--- config.mk ---
export PLATFORM = sky130hd
export DESIGN_NAME = sys_ctrl_v2
export DESIGN_NICKNAME = d
export VERILOG_FILES = /design/src/rtl/sys_ctrl_v2.sv
export SDC_FILE = /design/constraint.sdc
export NUM_CORES = 1
export LEC_CHECK = 0
export CAP_MARGIN = 10
export CELL_PAD_IN_SITES_DETAIL_PLACEMENT = 1
export CELL_PAD_IN_SITES_GLOBAL_PLACEMENT = 2
export CORE_ASPECT_RATIO = 1.4
export CORE_UTILIZATION = 34
export CTS_BUF_LIST = sky130_fd_sc_hd__clkbuf_4
export DETAILED_ROUTE_END_ITERATION = 7
export PLACE_DENSITY = 0.82
export SETUP_SLACK_MARGIN = 0.05
export SKIP_LAST_GASP = 1
export SYNTH_ARGS = -nofsm -noshare
export SYNTH_HDL_FRONTEND = slang
export SYNTH_SLANG_ARGS = --single-unit
export TNS_END_PERCENT = 20
--- constraint.sdc ---
create_clock -name CLK -period 2.4 [get_ports CLK]
set_input_delay 0.48 -clock CLK [delete_from_list [all_inputs] [get_ports CLK]]
set_output_delay 0.48 -clock CLK [all_outputs]
set_load 0.03 [all_outputs]
--- src/rtl/sys_ctrl_v2.sv ---
// sys_ctrl_v2: decodes UART RX command frames into register-file writes/reads,
// ALU operations and TX FIFO pushes; multi-byte ALU results go out LSB first.
module sys_ctrl_v2 #(
  parameter int DATA_WIDTH     = 8,
  parameter int ADDR_WIDTH     = 4,
  parameter int ALU_OUT_WIDTH  = 16,
  parameter int ALU_FUN_WIDTH  = 4,
  parameter int TIMEOUT_CYCLES = 1024
) (
  input  logic                     CLK,
  input  logic                     RST,
  input  logic [DATA_WIDTH-1:0]    RX_P_DATA,
  input  logic                     RX_D_VLD,
  input  logic [ALU_OUT_WIDTH-1:0] ALU_OUT,
  input  logic                     OUT_Valid,
  input  logic [DATA_WIDTH-1:0]    RdData,
  input  logic                     RdData_Valid,
  input  logic                     FIFO_FULL,
  output logic [ALU_FUN_WIDTH-1:0] ALU_FUN,
  output logic                     EN,
  output logic                     CLK_EN,
  output logic [ADDR_WIDTH-1:0]    Address,
  output logic                     WrEn,
  output logic                     RdEn,
  output logic [DATA_WIDTH-1:0]    WrData,
  output logic [DATA_WIDTH-1:0]    TX_P_DATA,
  output logic                     W_INC,
  output logic                     clk_div_en,
  output logic                     FRAME_ERR
);

  localparam int NB       = (ALU_OUT_WIDTH + DATA_WIDTH - 1) / DATA_WIDTH;
  localparam int RW       = NB * DATA_WIDTH;
  localparam int KW       = (NB > 1) ? $clog2(NB) : 1;
  localparam int TW       = (TIMEOUT_CYCLES > 1) ? $clog2(TIMEOUT_CYCLES) : 1;
  localparam int TMO_LAST = (TIMEOUT_CYCLES > 0) ? TIMEOUT_CYCLES - 1 : 0;
  localparam bit TMO_EN   = (TIMEOUT_CYCLES > 0);

  localparam logic [DATA_WIDTH-1:0] CMD_WR      = DATA_WIDTH'(8'hAA);
  localparam logic [DATA_WIDTH-1:0] CMD_RD      = DATA_WIDTH'(8'hBB);
  localparam logic [DATA_WIDTH-1:0] CMD_ALU_OP  = DATA_WIDTH'(8'hCC);
  localparam logic [DATA_WIDTH-1:0] CMD_ALU_NOP = DATA_WIDTH'(8'hDD);
  localparam logic [ADDR_WIDTH-1:0] ADDR_OPA    = {ADDR_WIDTH{1'b0}};
  localparam logic [ADDR_WIDTH-1:0] ADDR_OPB    = ADDR_WIDTH'(1'b1);

  typedef enum logic [3:0] {
    S_IDLE     = 4'd0,
    S_WR_ADDR  = 4'd1,
    S_WR_DATA  = 4'd2,
    S_RD_ADDR  = 4'd3,
    S_RD_WAIT  = 4'd4,
    S_RD_PUSH  = 4'd5,
    S_ALU_A    = 4'd6,
    S_ALU_B    = 4'd7,
    S_ALU_FN   = 4'd8,
    S_ALU_WAIT = 4'd9,
    S_ALU_PUSH = 4'd10
  } state_t;

  state_t                   state_q;
  logic [ALU_FUN_WIDTH-1:0] alu_fun_q;
  logic                     en_q;
  logic                     clk_en_q;
  logic [ADDR_WIDTH-1:0]    addr_q;
  logic                     wr_en_q;
  logic                     rd_en_q;
  logic [DATA_WIDTH-1:0]    wr_data_q;
  logic [DATA_WIDTH-1:0]    tx_data_q;
  logic                     w_inc_q;
  logic                     clk_div_en_q;
  logic                     frame_err_q;
  logic [DATA_WIDTH-1:0]    rd_data_q;
  logic [RW-1:0]            res_q;
  logic [KW-1:0]            k_q;
  logic [TW-1:0]            tmo_q;

  logic timed_s;
  logic event_s;
  logic busy_s;
  logic tmo_hit_s;

  // Classify the current state: timed wait, its progress event, and busy (stray bytes dropped)
  always_comb begin
    timed_s   = 1'b0;
    event_s   = 1'b0;
    busy_s    = 1'b0;
    tmo_hit_s = 1'b0;
    case (state_q)
      S_WR_ADDR, S_WR_DATA, S_RD_ADDR, S_ALU_A, S_ALU_B, S_ALU_FN: begin
        timed_s = 1'b1;
        event_s = RX_D_VLD;
      end
      S_RD_WAIT: begin
        timed_s = 1'b1;
        event_s = RdData_Valid;
        busy_s  = 1'b1;
      end
      S_ALU_WAIT: begin
        timed_s = 1'b1;
        event_s = OUT_Valid;
        busy_s  = 1'b1;
      end
      S_RD_PUSH, S_ALU_PUSH: begin
        busy_s = 1'b1;
      end
      default: begin
        timed_s = 1'b0;
        busy_s  = 1'b0;
      end
    endcase
    if (TMO_EN && timed_s && !event_s && (tmo_q == TW'(TMO_LAST))) begin
      tmo_hit_s = 1'b1;
    end else begin
      tmo_hit_s = 1'b0;
    end
  end

  // Inter-byte idle counter; any state change or accepted event restarts it
  always_ff @(posedge CLK or negedge RST) begin
    if (!RST) begin
      tmo_q <= {TW{1'b0}};
    end else if (TMO_EN && timed_s && !event_s && !tmo_hit_s) begin
      tmo_q <= tmo_q + TW'(1'b1);
    end else begin
      tmo_q <= {TW{1'b0}};
    end
  end

  // Frame FSM with all outputs registered
  always_ff @(posedge CLK or negedge RST) begin
    if (!RST) begin
      state_q      <= S_IDLE;
      alu_fun_q    <= {ALU_FUN_WIDTH{1'b0}};
      en_q         <= 1'b0;
      clk_en_q     <= 1'b0;
      addr_q       <= {ADDR_WIDTH{1'b0}};
      wr_en_q      <= 1'b0;
      rd_en_q      <= 1'b0;
      wr_data_q    <= {DATA_WIDTH{1'b0}};
      tx_data_q    <= {DATA_WIDTH{1'b0}};
      w_inc_q      <= 1'b0;
      clk_div_en_q <= 1'b0;
      frame_err_q  <= 1'b0;
      rd_data_q    <= {DATA_WIDTH{1'b0}};
      res_q        <= {RW{1'b0}};
      k_q          <= {KW{1'b0}};
    end else begin
      en_q         <= 1'b0;
      wr_en_q      <= 1'b0;
      rd_en_q      <= 1'b0;
      w_inc_q      <= 1'b0;
      clk_div_en_q <= 1'b1;
      frame_err_q  <= (RX_D_VLD && busy_s) || tmo_hit_s;
      if (tmo_hit_s) begin
        state_q  <= S_IDLE;
        clk_en_q <= 1'b0;
      end else begin
        case (state_q)
          S_IDLE: begin
            if (RX_D_VLD) begin
              case (RX_P_DATA)
                CMD_WR:      state_q <= S_WR_ADDR;
                CMD_RD:      state_q <= S_RD_ADDR;
                CMD_ALU_OP:  state_q <= S_ALU_A;
                CMD_ALU_NOP: state_q <= S_ALU_FN;
                default:     frame_err_q <= 1'b1;
              endcase
            end
          end
          S_WR_ADDR: begin
            if (RX_D_VLD) begin
              addr_q  <= RX_P_DATA[ADDR_WIDTH-1:0];
              state_q <= S_WR_DATA;
            end
          end
          S_WR_DATA: begin
            if (RX_D_VLD) begin
              wr_en_q   <= 1'b1;
              wr_data_q <= RX_P_DATA;
              state_q   <= S_IDLE;
            end
          end
          S_RD_ADDR: begin
            if (RX_D_VLD) begin
              rd_en_q <= 1'b1;
              addr_q  <= RX_P_DATA[ADDR_WIDTH-1:0];
              state_q <= S_RD_WAIT;
            end
          end
          S_RD_WAIT: begin
            if (RdData_Valid) begin
              rd_data_q <= RdData;
              state_q   <= S_RD_PUSH;
            end
          end
          S_RD_PUSH: begin
            if (!FIFO_FULL) begin
              w_inc_q   <= 1'b1;
              tx_data_q <= rd_data_q;
              state_q   <= S_IDLE;
            end
          end
          S_ALU_A: begin
            if (RX_D_VLD) begin
              wr_en_q   <= 1'b1;
              addr_q    <= ADDR_OPA;
              wr_data_q <= RX_P_DATA;
              state_q   <= S_ALU_B;
            end
          end
          S_ALU_B: begin
            if (RX_D_VLD) begin
              wr_en_q   <= 1'b1;
              addr_q    <= ADDR_OPB;
              wr_data_q <= RX_P_DATA;
              state_q   <= S_ALU_FN;
            end
          end
          S_ALU_FN: begin
            if (RX_D_VLD) begin
              alu_fun_q <= RX_P_DATA[ALU_FUN_WIDTH-1:0];
              en_q      <= 1'b1;
              clk_en_q  <= 1'b1;
              state_q   <= S_ALU_WAIT;
            end
          end
          S_ALU_WAIT: begin
            if (OUT_Valid) begin
              res_q    <= RW'(ALU_OUT);
              clk_en_q <= 1'b0;
              k_q      <= {KW{1'b0}};
              state_q  <= S_ALU_PUSH;
            end
          end
          S_ALU_PUSH: begin
            // Result is shifted down so the next byte to send is always the low one
            if (!FIFO_FULL) begin
              w_inc_q   <= 1'b1;
              tx_data_q <= res_q[DATA_WIDTH-1:0];
              res_q     <= res_q >> DATA_WIDTH;
              if (k_q == KW'(NB - 1)) begin
                k_q     <= {KW{1'b0}};
                state_q <= S_IDLE;
              end else begin
                k_q <= k_q + KW'(1'b1);
              end
            end
          end
          default: begin
            state_q  <= S_IDLE;
            clk_en_q <= 1'b0;
          end
        endcase
      end
    end
  end

  assign ALU_FUN    = alu_fun_q;
  assign EN         = en_q;
  assign CLK_EN     = clk_en_q;
  assign Address    = addr_q;
  assign WrEn       = wr_en_q;
  assign RdEn       = rd_en_q;
  assign WrData     = wr_data_q;
  assign TX_P_DATA  = tx_data_q;
  assign W_INC      = w_inc_q;
  assign clk_div_en = clk_div_en_q;
  assign FRAME_ERR  = frame_err_q;

endmodule
# After elaboration in Yosys (flattened, before gate mapping)
# Index checks and enable logic that the tools add are counted.
dict set report word_totals {
  reg_bits 70
  input_bits 38
  out_inout_bits 31
  elab_cells 131
}
dict set report classes {
  addsub 2
  eq_ne 35
  n_mux 50
  n_bitwise 1
  reduce_logical 27
}
# operator count
set ops {}
lappend ops {{$mux 4} 15}
lappend ops {{$pmux 4 s11} 1}
lappend ops {{$ne 3x3->1 const B} 12}
lappend ops {{$eq 8x8->1 const B} 4}
lappend ops {{$mux 16} 2}
lappend ops {{$pmux 16 s2} 1}
lappend ops {{$mux 1} 22}
lappend ops {{$eq 4x3->1 const B} 4}
lappend ops {{$mux 8} 2}
lappend ops {{$pmux 4 s4} 1}
lappend ops {{$pmux 8 s2} 1}
lappend ops {{$reduce_and 13->1} 1}
lappend ops {{$eq 4x4->1 const B} 3}
lappend ops {{$pmux 4 s3} 1}
lappend ops {{$reduce_and 3->1} 4}
lappend ops {{$add 10x1->10 const B} 1}
lappend ops {{$eq 10x10->1 const B} 1}
lappend ops {{$mux 10} 1}
lappend ops {{$ne 2x2->1 const B} 5}
lappend ops {{$reduce_or 9->1} 1}
lappend ops {{$eq 4x2->1 const B} 2}
lappend ops {{$reduce_and 4->1} 2}
lappend ops {{$reduce_or 4->1} 2}
lappend ops {{$reduce_or 8->1} 1}
lappend ops {{17 further kinds} 25}

# Logic depth before layout (Yosys ltp)
# Gate-level depths: netlist (run 1).
dict set report depth {
  ltp_word 12
  mapped_depth 9
  ltp_nobuf 6
}

# Worst setup path before layout (run 1)
# No wires, ideal clock.
dict set report synth_timing {
  path_kind {input port to flip-flop}
  from {in RX_P_DATA[5]}
  to {reg state_q[0]}
  arrival_ns 1.764
  required_ns 2.321
  path_slack_ns 0.557
  cell_stages 5
  n_path_buf 0
  path_cell_list {and4bb_1 > o221a_1 > o22ai_1 > a2111oi_4 > mux2i_1}
}
dict set report synth_via {
  elab_chain_len 5
  elab_cells_between_ends 10
}
# item line
set synth_lines {}
lappend synth_lines {{start: declaration} 12} ;# input logic [DATA_WIDTH-1:0] RX_P_DATA,
lappend synth_lines {{$eq 8x8->1} 161} ;# case (RX_P_DATA)
lappend synth_lines {{$pmux 4 s4} 161}
lappend synth_lines {{$mux 4} 160} ;# if (RX_D_VLD) begin
lappend synth_lines {{$pmux 4 s11} 158} ;# case (state_q)
lappend synth_lines {{$mux 4} 154} ;# if (tmo_hit_s) begin
lappend synth_lines {{end signal: assignment} 155} ;# state_q <= S_IDLE;
lappend synth_lines {{end signal: assignment} 162} ;# CMD_WR: state_q <= S_WR_ADDR;
lappend synth_lines {{end signal: assignment} 163} ;# CMD_RD: state_q <= S_RD_ADDR;
lappend synth_lines {{end: declaration} 60} ;# state_t state_q;
# Several ways; a longest one is shown, not always the timed one. The select of a mux whose other input is x is not followed.
# A chain may end at the register's enable or synchronous reset.

# Worst setup path in the final report (run 1)
dict set report layout_timing {
  from {reg state_q[3]}
  to {reg state_q[3]}
}
dict set report layout_via {
  elab_chain_len 9
  elab_cells_between_ends 35
}
# item line
set layout_lines {}
lappend layout_lines {{start signal: assignment} 132} ;# state_q <= S_IDLE;
lappend layout_lines {{start signal: assignment} 155}
lappend layout_lines {{start signal: assignment} 162}
lappend layout_lines {{$eq 4x4->1, or another cell as far along} {88, 158}}
lappend layout_lines {{$reduce_or 6->1} 88} ;# case (state_q)
lappend layout_lines {{$pmux 1 s3} 88}
lappend layout_lines {{$logic_not 1->1} 111} ;# if (TMO_EN && timed_s && !event_s && (tmo_q == TW'(TMO_LAST))) begin
lappend layout_lines {{$logic_and 1x1->1 (2 in a row)} 111}
lappend layout_lines {{$mux 1} 111}
lappend layout_lines {{$ne 6x2->1 (no source line) or $ne 3x3->1 (tied branches)} n/a}
lappend layout_lines {{$reduce_and 13->1 (no source line)} n/a}
# Several ways; a longest one is shown, not always the timed one.

==> results of run 1 <==
-- critical path: cells and delay by family, from the launching register on --
kind	cells	cell delay, ns
compound gates	2	0.76
flops	1	0.76
mux	1	0.24
simple gates	1	0.24
-- per-stage QoR --
step / util (%) / hold slack [ns] / std cells
2_1_floorplan: - / 0.184 / 301
3_3_place_gp: 44.3 / 0.469 / 483
3_5_place_dp: 44.3 / 0.483 / 483
4_1_cts: 46.1 / 0.0000601 / 499
5_1_grt: 46.1 / 0.0259 / 499
6_report: 46.1 / 0.000180 / 499
-- area by class of cell --
cell class	count	area [um^2]	share of cell area (%)
clock buffer	9	67.6	1.55
clock inverter	7	97.6	2.24
inverter	7	26.3	0.603
multi-input combinational	208	1440	33.0
sequential	70	1750	40.2
tap	110	138	3.16
timing repair buffer	88	838	19.2
-- power by group --
group          switching, W  total [W]  internal, W
clock network      0.000456   0.000882     0.000425
logic               0.00115    0.00212     0.000967
registers          0.000268    0.00183      0.00156
total               0.00188    0.00483      0.00295
-- registers in the layout (all words and copies together), names as in the netlist --
name / flops
res_q: 16
tmo_q: 10
TX_P_DATA: 8
WrData: 8
rd_data_q: 8
ALU_FUN: 4
Address: 4
state_q: 4
CLK_EN: 1
EN: 1
FRAME_ERR: 1
RdEn: 1
W_INC: 1
WrEn: 1
clk_div_en: 1
k_q: 1
-- worst min-delay path by stage --
stage	from	to	slack, ns	cells after the start
after floorplan	RST	ALU_FUN[0]	0.18	0
after global placement	res_q[7]	res_q[7]	0.47	2
after detailed placement	res_q[6]	res_q[6]	0.48	2
after CTS	RST	rd_data_q[4]	0.00006	1
after global routing	RST	rd_data_q[6]	0.03	1
final	RST	rd_data_q[6]	0.0002	1
-- kinds of logic (layout without fill, tap and decap cells) --
group,count (synthesis),count (layout)
mux,40,40
buf+inv,23,111
simple gates,94,94
xor+xnor,8,8
fa+ha+maj,1,1
flops,70,70
compound gates,64,64
other cells,1,1
-- per-layer routing --
metal  vias up  routed length (um)  global-route usage [%]
li1       1232                   -                       -
met1      1285                3590                    21.6
met2        70                4250                    32.5
met3        15                 369                    2.79
met4         0                 189                    8.33
met5         -                   0                       0
-- placed cells by master (no fill, tap or decap), drive strengths merged, types with 5 or more instances in the layout --
cell type / count
mux2: 20
nor2: 31
inv: 8
buf: 21
a21oi: 12
clkbuf: 9
nand3: 5
dfrtp: 70
mux2i: 20
a22o: 9
nand2: 28
o21ai: 19
clkdlybuf4s50: 67
nor2b: 8
==> results.json, run 1 <==
{
  "async_flop_share_pct": 100,
  "nNetsFinal": 423,
  "synth.avg_cell_area_um2": 11.0,
  "synth_seq_cells": 70,
  "clk_path_buf_depth": 2,
  "muxShareOfSynthArea_pct": 12.9,
  "setup-tns-final_ns": 0,
  "dpl_cell_area_um2": 4190,
  "cts_setup_buffers": 0,
  "place_ws_ns": -0.0478,
  "clock_latency_ns": 0.44,
  "worstSetupStartpoint": "state_q[3]",
  "n_antenna_cell": 0,
  "synth_top_area_share_pct": 53.1,
  "final.setup.worst_slack_ns": 0.317,
  "min_period_ns": 2.08,
  "numCtsBuffers": 9,
  "end_kind": "flip-flop",
  "synth_cell_types": 50,
  "die-height_um": 119,
  "synth_top_area_cell": "dfrtp_1",
  "slew_headroom_pct": 58.0,
  "r2r-start": "state_q[3]",
  "synth_area_leaders": "dfrtp_1, mux2_2, mux2i_1",
  "p_leak_nw": 1.85,
  "cts_root_buffer": "clkbuf_4",
  "initial_core_util_pct": 34.9,
  "reg2reg_slack_ns": 0.32,
  "fillers": 1037,
  "ant_nets": 0,
  "r2r-end": "state_q[3]",
  "synth_area_um2": 3300,
  "total_power_w": 0.00483,
  "path_clk_slew_ns": 0.13,
  "hpwl_mm": 6.09,
  "dr.pass1.iters": 4,
  "drc": 0,
  "outcome": "completed",
  "cts_hold_buf": 0,
  "wl_per_cell_um": 16.8,
  "num_vias": 2602,
  "syn_nets": 340,
  "grt_max_degree": 30,
  "gr-total-overflow": 0,
  "row_count": 42,
  "setup_violations": 0,
  "rsz0062_at_grt": "no",
  "max_freq_ghz": 0.480,
  "fin_crit_sh_pct": 86.8,
  "io-pin-count": 69,
  "die_area_um2": 10100,
  "yosys_warnings": 0,
  "gp_congestion": 0.799,
  "skew_ns": 0.0191,
  "ir_worst_vdd_mv": 0.611,
  "p_per_area_nw_per_um2": 1110,
  "final_cell_area_um2": 4360,
  "cp.arrival_ns": 2.45,
  "synthSimpleGateAreaFrac_pct": 13.9,
  "cts.sinks": 70,
  "synth_cells": 301,
  "area_growth_pct": 32.0,
  "r2r_cells": 4,
  "yosys_most_used_dff": "dfrtp_1",
  "synth_edf_count": 0,
  "antenna_found_initial": 0,
  "crit_slowest_cell": "dfrtp_1",
  "cp.required_ns": 2.77,
  "cts_tree": "built",
  "grt_pass1_vias": 2924,
  "cp_slowest_stage_delay_ns": 0.76,
  "path_cells": "nor2b_1 > a21o_1 > a2111oi_4 > mux2i_1",
  "first_iter_violations": 101,
  "die_x_um": 85.3,
  "coreArea_um2": 9460,
  "finalWirelength_mm": 8.40,
  "ys_seq_area_share_pct": 53.1,
  "maxCapViolations": 0,
  "synth-compound-area-share_pct": 13.8,
  "cp-start-kind": "flip-flop",
  "tightest_slew_ns": 0.629,
  "grt_usage_pct": 18.4,
  "htreeDepth": 3,
  "drv_slew": 0,
  "drive_gt1_share_pct": 16.2,
  "yosysMostFrequentCell": "dfrtp_1",
  "hold_path_class": "input pin to async pin",
  "yosys.area_share.adder_pct": 0.379,
  "synth_xor_area_share_pct": 2.12,
  "cp_max_fo": 19,
  "cts_resized": 0,
  "hold_viol_final": 0,
  "synth_top_family_by_area": "simple AND/OR/NAND/NOR gates",
  "port_buffers": 68,
  "crit_end": "state_q[3]",
  "vias_per_cell": 5.21,
  "path_class": "flip-flop to flip-flop",
  "synth_common_cells": "dfrtp_1, nor2_1, nand2_1, mux2_2, mux2i_1",
  "grt_pass1_wl_mm": 14.4
}
Power figures use the tool's default switching activity.
==> run 2, diff against run 1 <==
- CORE_ASPECT_RATIO: 1.4 -> not set
==> results.json, run 2 (synthesis results as in run 1) <==
{
  "n_antenna_cell": 0,
  "setup_violations": 0,
  "cp_slowest_stage_delay_ns": 0.52,
  "cp.required_ns": 2.73,
  "io-pin-count": 69,
  "worst-path-buf-inv": 1,
  "fillers": 1055,
  "p_leak_nw": 1.85,
  "reg2reg_slack_ns": 0.33,
  "min_period_ns": 2.08,
  "gr-total-overflow": 0,
  "nNetsFinal": 420,
  "path_clk_slew_ns": 0.12,
  "cts_setup_buffers": 0,
  "cp-start-kind": "input pin",
  "coreArea_um2": 9330,
  "grt_usage_pct": 18.5,
  "vias_per_cell": 5.01,
  "fin_crit_sh_pct": 86.7,
  "slew_headroom_pct": 59.5,
  "die-height_um": 101,
  "row_count": 35,
  "drive_gt1_share_pct": 15.5,
  "max_freq_ghz": 0.481,
  "crit_family": "compound AO/OA/AOI/OAI gates",
  "outcome": "completed",
  "finalWirelength_mm": 8.43,
  "r2r_cells": 4,
  "rsz0062_at_grt": "no",
  "largest_reg_flops": 16,
  "hpwl_mm": 6.03,
  "ir_worst_vdd_mv": 0.557,
  "clock_latency_ns": 0.41,
  "multiInputGateArea_um2": 1440,
  "cp_max_fo": 4,
  "numCtsBuffers": 9,
  "crit_slowest_cell": "clkdlybuf4s50_1",
  "cts_hold_buf": 0,
  "end_kind": "flip-flop",
  "cts.sinks": 70,
  "final_common_cell": "dfrtp_1",
  "cp.arrival_ns": 2.41,
  "regMostFlops": "res_q",
  "die_area_um2": 10100,
  "cts_tree": "built",
  "ff_latch_area_um2": 1750,
  "htreeDepth": 3,
  "p_per_area_nw_per_um2": 1120,
  "skew_ns": 0.0125,
  "grt_pass1_wl_mm": 14.4,
  "final_cell_area_um2": 4390,
  "dr.pass1.iters": 4,
  "path_class": "input pin to flip-flop",
  "ant_nets": 0,
  "cts_root_buffer": "clkbuf_4",
  "drc": 0,
  "hold_viol_final": 0,
  "num_vias": 2579,
  "drv_slew": 0,
  "final_cell_mix": "dfrtp_1, clkdlybuf4s50_1, nor2_1",
  "largest_registers": "res_q x16, tmo_q x10",
  "initial_core_util_pct": 35.4,
  "port_buffers": 68,
  "gp_congestion": 0.740,
  "wl_per_cell_um": 16.4,
  "area_growth_pct": 33.0,
  "first_iter_violations": 101,
  "maxCapViolations": 0,
  "total_power_w": 0.00494,
  "grt_max_degree": 71,
  "antenna_found_initial": 0,
  "tightest_slew_ns": 0.608,
  "grt_pass1_vias": 2839,
  "hold_path_class": "input pin to async pin",
  "dpl_cell_area_um2": 4210,
  "clk_path_buf_depth": 2,
  "r2r-end": "state_q[2]",
  "die_x_um": 101,
  "cts_resized": 0,
  "path_cells": "clkdlybuf4s50_1 > and4bb_1 > o221a_1 > o22ai_1 > a2111oi_4 > mux2i_1",
  "r2r-start": "state_q[3]"
}
## run 2: worst max path at each step
stage / cells past startpoint / to / from / slack [ns]
after floorplan: 5 / state_q[0] / RX_P_DATA[5] / 0.56
after global placement: 6 / state_q[3] / RX_P_DATA[1] / -0.004
after detailed placement: 6 / state_q[2] / RX_P_DATA[1] / -0.09
after CTS: 5 / state_q[2] / state_q[1] / 0.31
after global routing: 5 / tmo_q[2] / state_q[3] / 0.16
final: 6 / state_q[2] / RX_P_DATA[1] / 0.32
## run 2: layout make-up
class	count	area share, %
Clock buffer	10	1.71
Tap cell	129	3.68
Timing Repair Buffer	85	18.9
Multi-Input combinational cell	208	32.7
Inverter	7	0.598
Sequential cell	70	39.9
Clock inverter	6	2.51
## run 2: per-stage QoR
stage | hold WS, ns | setup TNS (ns) | setup slack (ns) | std cells | utilization (%)
2_1_floorplan | 0.184 | 0 | 0.557 | 301 | -
3_3_place_gp | 0.478 | -0.00776 | -0.00379 | 499 | 45.1
3_5_place_dp | 0.491 | -0.304 | -0.0920 | 499 | 45.1
4_1_cts | 0.0732 | 0 | 0.308 | 515 | 47.1
5_1_grt | 0.0752 | 0 | 0.164 | 515 | 47.1
6_report | 0.0580 | 0 | 0.320 | 515 | 47.1
## run 2: metal layers
layer	GRT usage, %	wire length [um]	vias up
met1	22.5	3690	1271
met3	5.13	508	9
met5	0	0	-
li1	-	-	1222
met2	31.8	4140	77
met4	6.02	94	0
## run 2: worst reg2reg max path, delay by kind of cell, from the launching register on
| kind | cells | cell delay, ns |
|---|---|---|
| muxes | 1 | 0.25 |
| and+or+nand+nor | 1 | 0.25 |
| DFF | 1 | 0.75 |
| AOI/OAI and AO/OA | 2 | 0.76 |
## run 2: power breakdown
part / switching (W) / total (W) / internal [W]
logic: 0.00117 / 0.00214 / 0.000968
clock network: 0.000425 / 0.000963 / 0.000538
registers: 0.000280 / 0.00184 / 0.00156
